**config.mk**
```make
export PLATFORM = sky130hd
export DESIGN_NAME = lcd_row_writer_flat
export DESIGN_NICKNAME = d
export VERILOG_FILES = /design/src/rtl/lcd_row_writer_if.sv /design/src/rtl/lcd_row_writer.sv /design/src/flat_wrapper.sv
export SDC_FILE = /design/constraint.sdc
export NUM_CORES = 1
export LEC_CHECK = 0
export ABC_AREA = 0
export CORE_MARGIN = 5
export CORE_UTILIZATION = 50
export CTS_CLUSTER_SIZE = 24
export DETAILED_ROUTE_END_ITERATION = 10
export PLACE_DENSITY = 0.77
export SLEW_MARGIN = 20
export SYNTH_ARGS = -nofsm -noshare
export SYNTH_HDL_FRONTEND = slang
export SYNTH_SLANG_ARGS = --single-unit
export TNS_END_PERCENT = 20
```
**constraint.sdc**
```tcl
create_clock -name clk_i -period 9.4 [get_ports clk_i]
set_input_delay 1.88 -clock clk_i [delete_from_list [all_inputs] [get_ports clk_i]]
set_output_delay 1.88 -clock clk_i [all_outputs]
set_load 0.01 [all_outputs]
```
**src/rtl/lcd_row_writer_if.sv**
```systemverilog
// Bundle between a display-row source and the HD44780 row writer.
// The slave side is the writer: it consumes rows and drives the LCD pins.
interface lcd_row_writer_if;
    logic [127:0] row_1;
    logic [127:0] row_2;
    logic         lcd_en;
    logic         lcd_rs;
    logic         lcd_rw;
    logic [7:0]   lcd_data;
    logic         ready;
    logic         frame_done;

    modport master (
        output row_1, row_2,
        input  lcd_en, lcd_rs, lcd_rw, lcd_data, ready, frame_done
    );

    modport slave (
        input  row_1, row_2,
        output lcd_en, lcd_rs, lcd_rw, lcd_data, ready, frame_done
    );
endinterface

```
**src/rtl/lcd_row_writer.sv**
```systemverilog
// Drives a 16x2 HD44780 LCD in 8-bit mode: power-up wait, init commands,
// then a full 34-byte rewrite whenever the two display rows change.
//
// state   | meaning
// POWERUP | waiting for the controller to come out of power-on
// INIT    | writing 0x38, 0x0C, 0x01, 0x06
// IDLE    | ready; watching rows against the last-written snapshot
// FRAME   | writing 0x80, row 1, 0xC0, row 2 from the snapshot
module lcd_row_writer #(
    parameter int E_CYCLES     = 8,
    parameter int CMD_WAIT     = 500,
    parameter int CLEAR_WAIT   = 20000,
    parameter int POWERUP_WAIT = 200000
) (
    input logic             clk_i,
    input logic             rst_i,
    lcd_row_writer_if.slave bus
);

    localparam int MAX_A   = (POWERUP_WAIT > CLEAR_WAIT) ? POWERUP_WAIT : CLEAR_WAIT;
    localparam int MAX_B   = (CMD_WAIT > E_CYCLES) ? CMD_WAIT : E_CYCLES;
    localparam int CNT_MAX = (MAX_A > MAX_B) ? MAX_A : MAX_B;
    localparam int CW      = $clog2(CNT_MAX + 1);

    localparam logic [CW-1:0] E_LAST     = CW'(E_CYCLES - 1);
    localparam logic [CW-1:0] CMD_LAST   = CW'(CMD_WAIT - 1);
    localparam logic [CW-1:0] CLEAR_LAST = CW'(CLEAR_WAIT - 1);
    localparam logic [CW-1:0] PU_END     = CW'(POWERUP_WAIT);

    typedef enum logic [1:0] {ST_POWERUP, ST_INIT, ST_IDLE, ST_FRAME} state_t;
    typedef enum logic [1:0] {PH_SETUP, PH_PULSE, PH_HOLD} phase_t;

    state_t        state_q;
    phase_t        phase_q;
    logic [CW-1:0] cnt_q;
    logic [5:0]    idx_q;
    logic          force_q;
    logic [127:0]  snap1_q;
    logic [127:0]  snap2_q;
    logic          en_q;
    logic          rs_q;
    logic [7:0]    data_q;
    logic          ready_q;
    logic          done_q;

    logic          rows_changed;
    logic [CW-1:0] phase_last;
    logic          phase_end;
    logic          last_byte;
    logic [5:0]    idx_d;
    logic [8:0]    byte_d;

    // Column 0 sits in the top byte of the row.
    function automatic logic [7:0] col_of(input logic [127:0] row, input logic [3:0] c);
        return 8'(row >> {~c, 3'b000});
    endfunction

    function automatic logic [8:0] byte_sel(input logic is_frame, input logic [5:0] idx,
                                            input logic [127:0] r1, input logic [127:0] r2);
        logic [5:0] off;
        logic [8:0] b;
        b = 9'h000;
        if (!is_frame) begin
            case (idx)
                6'd0:    b = {1'b0, 8'h38};
                6'd1:    b = {1'b0, 8'h0C};
                6'd2:    b = {1'b0, 8'h01};
                default: b = {1'b0, 8'h06};
            endcase
        end else if (idx == 6'd0) begin
            b = {1'b0, 8'h80};
        end else if (idx <= 6'd16) begin
            off = idx - 6'd1;
            b   = {1'b1, col_of(r1, off[3:0])};
        end else if (idx == 6'd17) begin
            b = {1'b0, 8'hC0};
        end else begin
            off = idx - 6'd18;
            b   = {1'b1, col_of(r2, off[3:0])};
        end
        return b;
    endfunction

    always_comb begin
        rows_changed = (bus.row_1 != snap1_q) || (bus.row_2 != snap2_q);
        phase_last   = E_LAST;
        if (phase_q == PH_HOLD)
            phase_last = (!rs_q && data_q == 8'h01) ? CLEAR_LAST : CMD_LAST;
        phase_end = (cnt_q == phase_last);
        last_byte = (state_q == ST_INIT) ? (idx_q == 6'd3) : (idx_q == 6'd33);
        idx_d     = idx_q + 6'd1;
        byte_d    = byte_sel(state_q == ST_FRAME, idx_d, snap1_q, snap2_q);
    end

    always_ff @(posedge clk_i or posedge rst_i) begin
        if (rst_i) begin
            state_q <= ST_POWERUP;
            phase_q <= PH_SETUP;
            cnt_q   <= '0;
            idx_q   <= '0;
            force_q <= 1'b0;
            snap1_q <= '0;
            snap2_q <= '0;
            en_q    <= 1'b0;
            rs_q    <= 1'b0;
            data_q  <= 8'h00;
            ready_q <= 1'b0;
            done_q  <= 1'b0;
        end else begin
            done_q <= 1'b0;
            case (state_q)
                ST_POWERUP: begin
                    if (cnt_q == PU_END) begin
                        state_q          <= ST_INIT;
                        phase_q          <= PH_SETUP;
                        cnt_q            <= '0;
                        idx_q            <= '0;
                        {rs_q, data_q}   <= byte_sel(1'b0, 6'd0, snap1_q, snap2_q);
                    end else begin
                        cnt_q <= cnt_q + CW'(1);
                    end
                end
                ST_IDLE: begin
                    if (rows_changed || force_q) begin
                        snap1_q        <= bus.row_1;
                        snap2_q        <= bus.row_2;
                        force_q        <= 1'b0;
                        state_q        <= ST_FRAME;
                        phase_q        <= PH_SETUP;
                        cnt_q          <= '0;
                        idx_q          <= '0;
                        ready_q        <= 1'b0;
                        {rs_q, data_q} <= byte_sel(1'b1, 6'd0, snap1_q, snap2_q);
                    end
                end
                default: begin
                    if (!phase_end) begin
                        cnt_q <= cnt_q + CW'(1);
                    end else begin
                        cnt_q <= '0;
                        case (phase_q)
                            PH_SETUP: begin
                                phase_q <= PH_PULSE;
                                en_q    <= 1'b1;
                            end
                            PH_PULSE: begin
                                phase_q <= PH_HOLD;
                                en_q    <= 1'b0;
                            end
                            default: begin
                                if (last_byte) begin
                                    state_q <= ST_IDLE;
                                    ready_q <= 1'b1;
                                    if (state_q == ST_FRAME)
                                        done_q <= 1'b1;
                                    else
                                        force_q <= 1'b1;
                                end else begin
                                    idx_q          <= idx_d;
                                    phase_q        <= PH_SETUP;
                                    {rs_q, data_q} <= byte_d;
                                end
                            end
                        endcase
                    end
                end
            endcase
        end
    end

    assign bus.lcd_en     = en_q;
    assign bus.lcd_rs     = rs_q;
    assign bus.lcd_rw     = 1'b0;
    assign bus.lcd_data   = data_q;
    assign bus.ready      = ready_q;
    assign bus.frame_done = done_q;

endmodule

```
**src/flat_wrapper.sv**
```systemverilog
// flat-port wrapper written by rule: the top's interface ports become plain ports
module lcd_row_writer_flat 
#(
    parameter int E_CYCLES     = 8,
    parameter int CMD_WAIT     = 500,
    parameter int CLEAR_WAIT   = 20000,
    parameter int POWERUP_WAIT = 200000
)
  (clk_i, rst_i, bus_row_1, bus_row_2, bus_lcd_en, bus_lcd_rs, bus_lcd_rw, bus_lcd_data, bus_ready, bus_frame_done);
  lcd_row_writer_if bus_i ();
  input logic clk_i;
  input logic rst_i;
  input wire logic [$bits(bus_i.row_1)-1:0] bus_row_1;
  input wire logic [$bits(bus_i.row_2)-1:0] bus_row_2;
  output wire logic [$bits(bus_i.lcd_en)-1:0] bus_lcd_en;
  output wire logic [$bits(bus_i.lcd_rs)-1:0] bus_lcd_rs;
  output wire logic [$bits(bus_i.lcd_rw)-1:0] bus_lcd_rw;
  output wire logic [$bits(bus_i.lcd_data)-1:0] bus_lcd_data;
  output wire logic [$bits(bus_i.ready)-1:0] bus_ready;
  output wire logic [$bits(bus_i.frame_done)-1:0] bus_frame_done;
  assign bus_i.row_1 = bus_row_1;
  assign bus_i.row_2 = bus_row_2;
  assign bus_lcd_en = bus_i.lcd_en;
  assign bus_lcd_rs = bus_i.lcd_rs;
  assign bus_lcd_rw = bus_i.lcd_rw;
  assign bus_lcd_data = bus_i.lcd_data;
  assign bus_ready = bus_i.ready;
  assign bus_frame_done = bus_i.frame_done;
  lcd_row_writer #(.E_CYCLES(E_CYCLES), .CMD_WAIT(CMD_WAIT), .CLEAR_WAIT(CLEAR_WAIT), .POWERUP_WAIT(POWERUP_WAIT)) u_core (.clk_i(clk_i), .rst_i(rst_i), .bus(bus_i));
endmodule
```
==> flow_summary.json <==
{
  "status": "complete, no violations",
  "max_freq_mhz": 159,
  "first_pass_iters": 5,
  "max_slew_margin_pct": 13.8,
  "die_w_um": 196,
  "synth_edf_count": 0,
  "final_cells": 2246,
  "num_vias": 14000,
  "crit_path_end_kind": "flip-flop",
  "finalSetupTns_ns": 0,
  "grt_max_degree": 205,
  "ys_types": 64,
  "nets": 2032,
  "drive_above_1_share_pct": 19.6,
  "fillers": 2779,
  "cts_tree": "done",
  "syn_area_sq_um": 17300,
  "cts_sinks": 297,
  "dp.cells": 2185,
  "use_met2_pct": 48.0,
  "clk_latency_ns": 0.53,
  "hold_path.class": "flip-flop to flip-flop",
  "grt_pass1_wl_um": 89200,
  "antenna_cells": 0,
  "whs_ns": 0.494,
  "cp_slowest_cell": "a2111oi_0",
  "async_reset_ff_share_pct": 100,
  "cts-root-buf": "clkbuf_16",
  "path_max_fanout": 204,
  "fin_area_sq_um": 21500,
  "die_h_um": 196,
  "drv_cap": 0,
  "cp.arrival_ns": 6.70,
  "fp.dieArea_sq_um": 38400,
  "ant_nets": 0,
  "start_util_pct": 50.3,
  "coreArea_sq_um": 34400,
  "min_period_ns": 6.30,
  "ys_ff_latch": 297,
  "track_usage_pct": 31.1,
  "syn-num-nets": 1785,
  "grt_antenna_before_repair": 4,
  "power_density_nw_per_um2": 133,
  "io_pins": 271,
  "crit_chain": "clkdlybuf4s50_1, nor2b_1, a2111o_1, a2111oi_0, nand4_1, or4_1, o311ai_4, buf_4, buf_12, mux2_2",
  "placed_area_sq_um": 20400,
  "core.rowCount": 68,
  "final_common_cell": "dfrtp_1",
  "cts_hold_buf": 0,
  "cp-start-kind": "input port",
  "fin_worst_skew_ns": 0.0230,
  "worst_pin_slew_ns": 1.29,
  "wl_per_cell_um": 27.1,
  "period_share_pct": 67.0,
  "multi_input_area_sq_um": 9160,
  "cts_resized": 0,
  "synth_ff_type": "dfrtp_1",
  "p_leak_nw": 9.64,
  "drtIter0Drc": 1373,
  "post_synth.cell_area_avg_sq_um": 11.4,
  "rsz0062_at_grt": "false",
  "drc": 0,
  "hpwlAfterDp_um": 47400,
  "overflow": 0,
  "busiest_layer": "met2",
  "synth-seq-area-share_pct": 43.0,
  "ctsLongestPathBuffers": 3,
  "mostFrequentLayoutCells": "dfrtp_1, clkdlybuf4s50_1, mux2_2, inv_1, nand2_1",
  "htree_levels": 2,
  "grt_use_met1_pct": 42.6,
  "hold_violations": 0,
  "peakVddDrop_uv": 103,
  "setup_violations": 0,
  "worstSetupPathType": "input port to flip-flop",
  "crit_required_ns": 9.80,
  "vias_per_cell": 6.21,
  "cts_setup_buffers": 0,
  "grt_pass1_vias": 13900,
  "numCtsBuffers": 34,
  "grt_use_met3_pct": 7.87,
  "finalMaxSlewViolations": 0,
  "portBuffers": 269,
  "gp_congestion": 1.00,
  "clk_pin_slew_ns": 0.06,
  "ff_latch_area_sq_um": 7440,
  "syn_inst": 1519,
  "wirelength_um": 60900,
  "yosys_warnings": 0,
  "final_util_pct": 62.5,
  "area_delta_synth_final_pct": 24.2,
  "cp_slowest_stage_delay_ns": 0.81
}
==> report_power, final <==
part | internal (mW) | switching, mW
Clock | 0.773 | 0.556
Sequential | 1.28 | 0
Combinational | 0.127 | 0.124
==> metrics by stage <==
step	worst slack, ns	power, mW
3_5_place_dp	2.90	1.55
4_1_cts	3.42	2.87
5_1_grt	3.21	2.93
3_3_place_gp	2.77	1.55
2_1_floorplan	3.57	1.37
6_report	3.10	2.86
==> flip-flops by register name, summed over array words and instances, names as in the netlist <==
| name | count |
|---|---|
| u_core.snap1_q | 128 |
| u_core.snap2_q | 128 |
| u_core.cnt_q | 18 |
| u_core.bus.lcd_data | 8 |
| u_core.idx_q | 6 |
| u_core.phase_q | 2 |
| u_core.state_q | 2 |
| u_core.bus.frame_done | 1 |
| u_core.bus.lcd_en | 1 |
| u_core.bus.lcd_rs | 1 |
| u_core.bus.ready | 1 |
| u_core.force_q | 1 |
==> cells by family after synthesis <==
family | share of synthesized area (%)
AOI/OAI and AO/OA | 8.94
other | 0.0217
xor gates and xnor gates | 8.10
buffers and inverters | 4.26
and+or+nand+nor | 10.7
DFF | 43.0
adders and majority gates | 0.579
muxes | 24.4
==> path summary, 6_finish.rpt <==
| check | startpoint | endpoint | slack (ns) | cells after the start |
|---|---|---|---|---|
| min reg2reg | u_core.bus.ready$_DFFE_PP0P_ | u_core.bus.ready$_DFFE_PP0P_ | 0.49 | 1 |
| max | bus_row_2[5] | u_core.snap1_q[74]$_DFFE_PP0P_ | 3.10 | 10 |
| max in group asynchronous | rst_i | u_core.idx_q[0]$_DFFE_PP0P_ | 6.01 | 4 |
| max reg2reg | u_core.snap1_q[33]$_DFFE_PP0P_ | u_core.snap1_q[74]$_DFFE_PP0P_ | 4.56 | 9 |
| min | u_core.bus.ready$_DFFE_PP0P_ | u_core.bus.ready$_DFFE_PP0P_ | 0.49 | 1 |
| min in group asynchronous | rst_i | u_core.snap2_q[95]$_DFFE_PP0P_ | 1.87 | 3 |
==> metal layers <==
metal / vias to the layer above / routed length, um / share of wire (%)
met4: 6 / 2800 / 4.6
met2: 713 / 27700 / 45
met1: 7054 / 24300 / 40
li1: 6043 / - / -
met5: - / 34 / 0.056
met3: 139 / 6150 / 10
==> synth_stat cells, types with 13 or more instances <==
cell / n / area share (%)
a21oi_1: 22 / 0.64
mux2i_1: 26 / 1.5
inv_1: 106 / 2.3
mux4_2: 72 / 9.4
nor4_1: 38 / 1.4
dfrtp_1: 297 / 43
mux2_2: 202 / 13
buf_4: 15 / 0.65
o21ai_0: 84 / 2.4
xnor2_1: 87 / 4.4
nor2_1: 20 / 0.43
o22ai_1: 32 / 1.2
clkbuf_1: 32 / 0.69
xor2_1: 73 / 3.7
nand4_1: 38 / 1.4
nand2b_1: 20 / 0.72
nor2b_1: 63 / 2.3
o2bb2ai_1: 14 / 0.71
nand3_1: 15 / 0.43
nor3_1: 13 / 0.38
a2111oi_0: 17 / 0.86
buf_2: 16 / 0.46
nand2_1: 89 / 1.9
==> layout make-up <==
| class | count | share of cell area [%] |
|---|---|---|
| clock buffer | 51 | 4.68 |
| clock inverter | 10 | 0.472 |
| timing repair buffer | 281 | 13.1 |
| inverter | 106 | 1.87 |
| sequential | 297 | 34.6 |
| tap | 455 | 2.65 |
| multi-input combinational | 1046 | 42.7 |
==> worst max-delay path: cells and delay by family <==
kind / cells / cell delay [ns]
mux: 1 / 0.44
compound gates: 3 / 1.46
simple gates: 3 / 1.06
buf+inv: 3 / 1.43
No activity file was read; power rests on OpenSTA's default activity.
